===== config.mk =====
export PLATFORM = sky130hd
export DESIGN_NAME = vec_cat_stream
export DESIGN_NICKNAME = d
export VERILOG_FILES = /design/src/rtl/vec_cat_stream.sv
export SDC_FILE = /design/constraint.sdc
export NUM_CORES = 1
export LEC_CHECK = 0
export CAP_MARGIN = 30
export CORE_MARGIN = 2
export CORE_UTILIZATION = 60
export DETAILED_ROUTE_END_ITERATION = 8
export DONT_BUFFER_PORTS = 1
export PLACE_DENSITY_LB_ADDON = 0.12
export SLEW_MARGIN = 20
export SYNTH_ARGS = -nofsm -noshare
export SYNTH_HDL_FRONTEND = slang
export SYNTH_SLANG_ARGS = --single-unit

===== constraint.sdc =====
create_clock -name clk -period 7.89 [get_ports clk]
set_input_delay 1.1835 -clock clk [delete_from_list [all_inputs] [get_ports clk]]
set_output_delay 1.1835 -clock clk [all_outputs]
set_load 0.005 [all_outputs]

===== src/rtl/vec_cat_stream.sv =====
// Unpacks back-to-back packed fingerprints from a bus-word stream into vector-aligned, zero-padded bus words.
// Optional build macro VEC_CAT_POPCNT_EN adds o_PopCnt (per-vector popcount presented with o_Last).
module vec_cat_stream #(
    parameter int unsigned BUS_WIDTH    = 96,
    parameter int unsigned VECTOR_WIDTH = 128,
    parameter int unsigned VEC_ID_WIDTH = 8
`ifdef VEC_CAT_POPCNT_EN
    ,
    localparam int unsigned PCW = $clog2(VECTOR_WIDTH + 1)
`endif
) (
    input  logic                    clk,
    input  logic                    rst,
    input  logic [BUS_WIDTH-1:0]    i_Vector,
    input  logic                    i_Valid,
    output logic                    o_Read,
    output logic [BUS_WIDTH-1:0]    o_Vector,
    output logic                    o_Valid,
    input  logic                    i_Ready,
    output logic [VEC_ID_WIDTH-1:0] o_VecID,
    output logic                    o_Last
`ifdef VEC_CAT_POPCNT_EN
    ,
    output logic [PCW-1:0]          o_PopCnt
`endif
);

    localparam int unsigned WPV = (VECTOR_WIDTH + BUS_WIDTH - 1) / BUS_WIDTH;
    localparam int unsigned REM = VECTOR_WIDTH - (WPV - 1) * BUS_WIDTH;
    localparam int unsigned PHW = (WPV > 1) ? $clog2(WPV) : 1;
    localparam int unsigned DW  = 2 * BUS_WIDTH;
    localparam int unsigned CW  = $clog2(DW + 1);

    // Residue keeps its valid bits MSB-aligned with all bits below the count at zero
    logic [BUS_WIDTH-1:0]    res_buf;
    logic [CW-1:0]           res_cnt;
    logic [PHW-1:0]          phase;
    logic [VEC_ID_WIDTH-1:0] gen_id;

    logic [CW-1:0]           need;
    logic [CW-1:0]           avail;
    logic                    last;
    logic                    out_free;
    logic                    res_ok;
    logic                    take;
    logic                    load;
    logic [DW-1:0]           src;
    logic [BUS_WIDTH-1:0]    word;
    logic [BUS_WIDTH-1:0]    rest;

    // Assemble the next output word from residue plus (optionally) the FIFO head
    always_comb begin
        last     = (phase == PHW'(WPV - 1));
        need     = last ? CW'(REM) : CW'(BUS_WIDTH);
        out_free = ~o_Valid | i_Ready;
        res_ok   = (res_cnt >= need);
        take     = i_Valid & ~rst & ~res_ok & out_free;
        load     = out_free & (res_ok | take);
        src      = {res_buf, {BUS_WIDTH{1'b0}}};
        if (take) begin
            src = src | ({i_Vector, {BUS_WIDTH{1'b0}}} >> res_cnt);
        end
        avail    = take ? (res_cnt + CW'(BUS_WIDTH)) : res_cnt;
        word     = src[DW-1 -: BUS_WIDTH] & ~({BUS_WIDTH{1'b1}} >> need);
        rest     = BUS_WIDTH'((src << need) >> BUS_WIDTH);
    end

    assign o_Read = take;

    always_ff @(posedge clk or posedge rst) begin
        if (rst) begin
            o_Vector <= '0;
            o_Valid  <= 1'b0;
            o_VecID  <= '0;
            o_Last   <= 1'b0;
            res_buf  <= '0;
            res_cnt  <= '0;
            phase    <= '0;
            gen_id   <= '0;
        end else if (load) begin
            o_Vector <= word;
            o_Valid  <= 1'b1;
            o_VecID  <= gen_id;
            o_Last   <= last;
            res_buf  <= rest;
            res_cnt  <= avail - need;
            if (last) begin
                phase  <= '0;
                gen_id <= gen_id + VEC_ID_WIDTH'(1);
            end else begin
                phase  <= phase + PHW'(1);
            end
        end else if (i_Ready) begin
            o_Valid  <= 1'b0;
        end
    end

`ifdef VEC_CAT_POPCNT_EN
    logic [PCW-1:0] word_pc;
    logic [PCW-1:0] pop_acc;

    // Padding bits are already zero in word, so they never contribute
    always_comb begin
        word_pc = '0;
        for (int i = 0; i < int'(BUS_WIDTH); i++) begin
            word_pc = word_pc + PCW'(word[i]);
        end
    end

    always_ff @(posedge clk or posedge rst) begin
        if (rst) begin
            pop_acc  <= '0;
            o_PopCnt <= '0;
        end else if (load) begin
            if (last) begin
                o_PopCnt <= pop_acc + word_pc;
                pop_acc  <= '0;
            end else begin
                o_PopCnt <= '0;
                pop_acc  <= pop_acc + word_pc;
            end
        end else if (o_Valid & i_Ready & o_Last) begin
            o_PopCnt <= '0;
        end
    end
`endif

endmodule


==> flow_summary.ini <==
[timing]
post-route-min-period_ns = 3.89
slew_headroom_pct = 35.1
setup_ws_ns = 4.00
drv_slew = 0
worstMarginPinSlew_ns = 0.968
rsz0062_at_grt = false
fin_tns_setup_ns = 0
finalSetupViolCount = 0
finClkSkew_ns = 0.0198
max_clock_freq_ghz = 0.257
hold_viol_final = 0
min_period_over_period_pct = 49.2

[cts]
cts_sinks = 214
clk_latency_ns = 0.52
clockBufferDepth = 3
root_buffer = clkbuf_16
post_cts_buffers = 0
path_clk_slew_ns = 0.06
cts_buffers = 24
hold_buffers = 0
htreeDepth = 1
cts.repair.resized = 0
tritoncts = yes

[placement]
port_buffers = 0
place.gp.congestion = 0.845
preCtsSetupSlack_ns = 3.95
dp_cells = 1352
dpl.hpwl_mm = 19.9

[die]
num_rows = 50
core-area_um2 = 18700
io_pins = 207
die_h_um = 142
die_x_um = 142
die_area_um2 = 20100
initial_core_util_pct = 61.0

[worst_setup_path]
critPathMaxStageDelay_ns = 0.68
worst_setup_path_start_kind = flip-flop
critPathMaxFanout = 30
worst_setup_path_end_kind = primary output
cp_slowest_cell = dfrtp_4
cp.required_ns = 6.71
crit_chain = ha_1 > a211o_4 > nor3_4
crit_arrival_ns = 2.70
critPathKind = flip-flop to primary output

[logic_synthesis]
synth_largest_area_cell = dfrtp_1
yosys_most_used_dff = dfrtp_1
syn_avg_cell_area_um2 = 9.48
syn_area_um2 = 11400
async_flop_share_pct = 100
synth_edf_count = 0
ys_seq_elements = 214
synth_nets = 1308
netlist-cell-type-count = 47
synth-seq-area-share_pct = 46.9
synth_area_leaders = dfrtp_1 (47%), a21oi_1 (6.7%), mux2i_1 (5.5%)
ys_warn_count = 0
netlist.area_leader.share_pct = 46.9
synth_cells = 1204

[global_routing]
use_met2_pct = 52.2
grt_first_pass_wirelength_mm = 52.0
busiest_layer = met2
grt_use_total_pct = 32.3
grtUsageMet3_pct = 7.67
grt_antenna_before_repair = 0
grt.overflow.total = 0
grt_pass1_vias = 9485
met1_usage_pct = 43.6
grt_max_degree = 98

[pwr]
power_density_nw_per_um2 = 420
power_frac_seq_pct = 34.7
clkPwrFrac_pct = 21.4
ir_drop_v = 0.000220
total_power_mw = 5.21
p_leak_nw = 5.13
swShare_pct = 43.4
p_int_mw = 2.95
switchingPower_mw = 2.26
pwr-share-comb_pct = 43.9

[detailed_routing]
avgRoutedWirePerCell_um = 23.4
antenna_left = 0
finalWirelength_mm = 32.7
drtIter0Drc = 703
route.detailed.drc = 0
first_pass_iters = 5
num_vias = 9521
vias_per_cell = 6.81

[cells_and_area]
num_antenna_cells = 0
drive_above_1_share_pct = 13.7
final_cell_mix = dfrtp_1 (211), nand2_1 (160), a21oi_1 (151)
area_delta_synth_final_pct = 8.70
utilization_pct = 66.3
final_common_cell = dfrtp_1
finalNonFillerCells = 1399
fill_cells = 1466
fin_nets = 1252

[flow_run]
cap_violations = 0

[outcome]
status = finished clean

[worst_hold_path]
worstHoldPathType = flip-flop to flip-flop
synthesized netlist by cell type (2+ instances only):
cell       count
nor2b_1        3
o211ai_1      15
nor2_1        75
nand4_1        4
nand2_1      160
a21oi_2       42
o221ai_1      32
buf_4          3
a21oi_1      152
ha_1           3
xnor2_1        8
a22o_1        33
o21ai_1       91
inv_1          4
o2bb2ai_1     29
clkbuf_2       2
nand2b_1       3
buf_6          3
buf_2         44
clkbuf_1      53
dfrtp_1      214
o21ai_0       27
buf_1          5
mux2i_1       63
a21o_1         2
mux2_2        32
nand3_1        4
a22oi_1       79
stage by stage:
step | hold WS [ns] | instance area [um2]
6_report | 0.476 | 12400
5_1_grt | 0.495 | 12400
4_1_cts | 0.473 | 12300
3_5_place_dp | 0.464 | 11500
3_3_place_gp | 0.457 | 11500
2_1_floorplan | 0.441 | 11400
logic make-up (layout without fill, tap and decap cells):
kind of cell	Yosys count	after routing	synth area share, %
compound gates	510	510	29.3
simple gates	258	258	9.38
flops	214	214	46.9
buf+inv	114	75	4.55
mux	95	95	8.68
xor+xnor	9	9	0.690
fa+ha+maj	4	4	0.504
cell type report:
cell class	instances	area (um2)	share of cell area, %
Clock inverter	6	55.1	0.444
Tap cell	234	293	2.36
Timing Repair Buffer	28	308	2.48
Sequential cell	214	5360	43.2
Inverter	4	22.5	0.181
Clock buffer	37	741	5.97
Multi-Input combinational cell	876	5630	45.3
final timing paths:
check,start,slack (ns),endpoint,cells after the start
setup reg to reg,res_cnt[6],4.17,res_cnt[7],9
hold reg to reg,gen_id[7],0.48,gen_id[7],1
setup / recovery,res_cnt[6],4.00,o_Read,3
hold / removal,gen_id[7],0.48,gen_id[7],1
min in group asynchronous,rst,0.59,o_Vector[74],1
max in group asynchronous,rst,6.06,o_Vector[30],2
state kept, by name, indices dropped and copies added, names as in the netlist:
name / flops
o_Valid: 1
o_Last: 1
res_cnt: 3
res_buf: 96
o_Vector: 96
gen_id: 8
last: 1
o_VecID: 8
critical path, delay by kind of cell (launching register included):
family	cells	cell delay, ns
simple gates	1	0.63
compound gates	1	0.44
flops	1	0.68
fa+ha+maj	1	0.42
power groups by stage:
stage / clock [mW] / sequential [mW] / combinational [mW]
after global placement: 0 / 1.84 / 2.12
after detailed placement: 0 / 1.82 / 2.21
after global routing: 1.18 / 1.85 / 2.52
final: 1.12 / 1.81 / 2.29
after CTS: 1.13 / 1.80 / 2.21
after floorplan: 0 / 1.65 / 1.79
layer usage:
metal | share of wire [%] | vias to the layer above
met5 | 0 | -
met4 | 2.1 | 0
met3 | 9.5 | 59
met2 | 47 | 474
met1 | 41 | 4674
li1 | - | 4314
(Power assumes the default switching activity.)
==> variant: new RTL, config.mk and constraints unchanged <==
`VEC_ID_WIDTH`: 8 -> 9.
--- a/src/rtl/vec_cat_stream.sv
+++ b/src/rtl/vec_cat_stream.sv
@@ -3,7 +3,7 @@
 module vec_cat_stream #(
     parameter int unsigned BUS_WIDTH    = 96,
     parameter int unsigned VECTOR_WIDTH = 128,
-    parameter int unsigned VEC_ID_WIDTH = 8
+    parameter int unsigned VEC_ID_WIDTH = 9
 `ifdef VEC_CAT_POPCNT_EN
     ,
     localparam int unsigned PCW = $clog2(VECTOR_WIDTH + 1)
Interface: changed (resized o_VecID); port bits go from 207 to 208. The function was not compared with the original's and may differ.
==> variant against the original RTL <==
  * Sequential cell count grew 2
  * Routed wire length shrank 1.7%
  * Synthesized area shrank 1.6%
  * Register-to-register slack gained 0.13 ns
  * Clock skew shrank 0.0058 ns
  * Hold slack lost 0.0058 ns
  * Cell count shrank 3.7%
  * Worst setup slack lost 0.42 ns
  * Highest routed layer unchanged
  * Via count shrank 2.3%
  * Total power grew 1.4%
  * Design area shrank 1.8%
  * Largest cell class is now flip-flops and latches
==> variant: results (changes against the original RTL) <==
| Metric | Value |
|---|---|
| Worst Hold Launch | `gen_id[8] (was gen_id[7])` |
| Non-clk bufs | `20 (was 28)` |
| Routing usage on met2 | `49.6% (was 52.2%)` |
| Num CTS Buffers | `23 (was 24)` |
| Sequential cell area | `5410 um2 (was 5360 um2)` |
| Hold WS | `0.470 ns (was 0.476 ns)` |
| Metal2 WL | `14800 um (was 15400 um)` |
| Sequential fraction of the synthesis area | `48.1% (was 46.9%)` |
| Synth top cells by count | `dfrtp_1 (216), a21oi_1 (159), nand2_1 (104) (was dfrtp_1 (214), nand2_1 (160), a21oi_1 (152))` |
| Vias in the first global route | `9282 (was 9485)` |
| DP Worst Slack | `4.05 ns (was 3.95 ns)` |
| Final clock skew | `0.0140 ns (was 0.0198 ns)` |
| Drt initial violations | `816 (was 703)` |
| Met1 usage | `44.7% (was 43.6%)` |
| Fillers | `1475 (was 1466)` |
| Area occupied by multi-input gates | `5360 um2 (was 5630 um2)` |
| Signal buf overhead | `2.32% (was 2.48%)` |
| Post-Route WL | `32100 um (was 32700 um)` |
| Utilization after layout | `65.8% (was 66.3%)` |
| Gr usage total | `32.1% (was 32.3%)` |
| Multi-input gates | `828 (was 876)` |
| Status | `complete, no violations (unchanged)` |
| WHS Endpoint | `gen_id[8] (was gen_id[7])` |
| PnR worst setup slack | `3.58 ns (was 4.00 ns)` |
| Reg-to-reg setup timing slack | `4.30 ns (was 4.17 ns)` |
| Clkbuf count | `28 (was 37)` |
| M1 wire length | `13400 um (was 13500 um)` |
| Ratio of cells with drive above 1 in the final layout | `10.4% (was 13.7%)` |
| Largest cells by area after synthesis | `dfrtp_1 (48%), a21oi_1 (7.1%), mux2i_1 (5.7%) (was dfrtp_1 (47%), a21oi_1 (6.7%), mux2i_1 (5.5%))` |
| Sequential cells | `216 (was 214)` |
variant: cell count changes after synthesis, moves of 28 or more:
cell,delta
a21oi_2,-42
a22o_1,+28
a32oi_1,+31
nand2_1,-56
o21ai_0,+65
o221ai_1,-32
variant: logic make-up after synthesis:
kind of cell               share of synthesized area (%)
AOI/OAI and AO/OA                                   29.4
DFF                                                 48.1
and+or+nand+nor                                     7.31
buffers and inverters                               4.92
muxes                                               9.01
xor gates and xnor gates                           0.779
adders and majority gates                          0.512
variant: power by group through the flow:
stage,combinational [W],sequential (W),clock [W]
finish,0.00220,0.00194,0.00114
global route,0.00243,0.00199,0.00120
CTS,0.00211,0.00196,0.00116
detailed placement,0.00210,0.00197,0
global placement,0.00205,0.00196,0
floorplan,0.00176,0.00173,0
variant: worst max-delay path, stage by stage (launching register included):
cell and delay, ns:
dfrtp_4 1.10, ha_1 0.40, a211o_2 0.46, nor3_4 0.22, buf_4 0.40
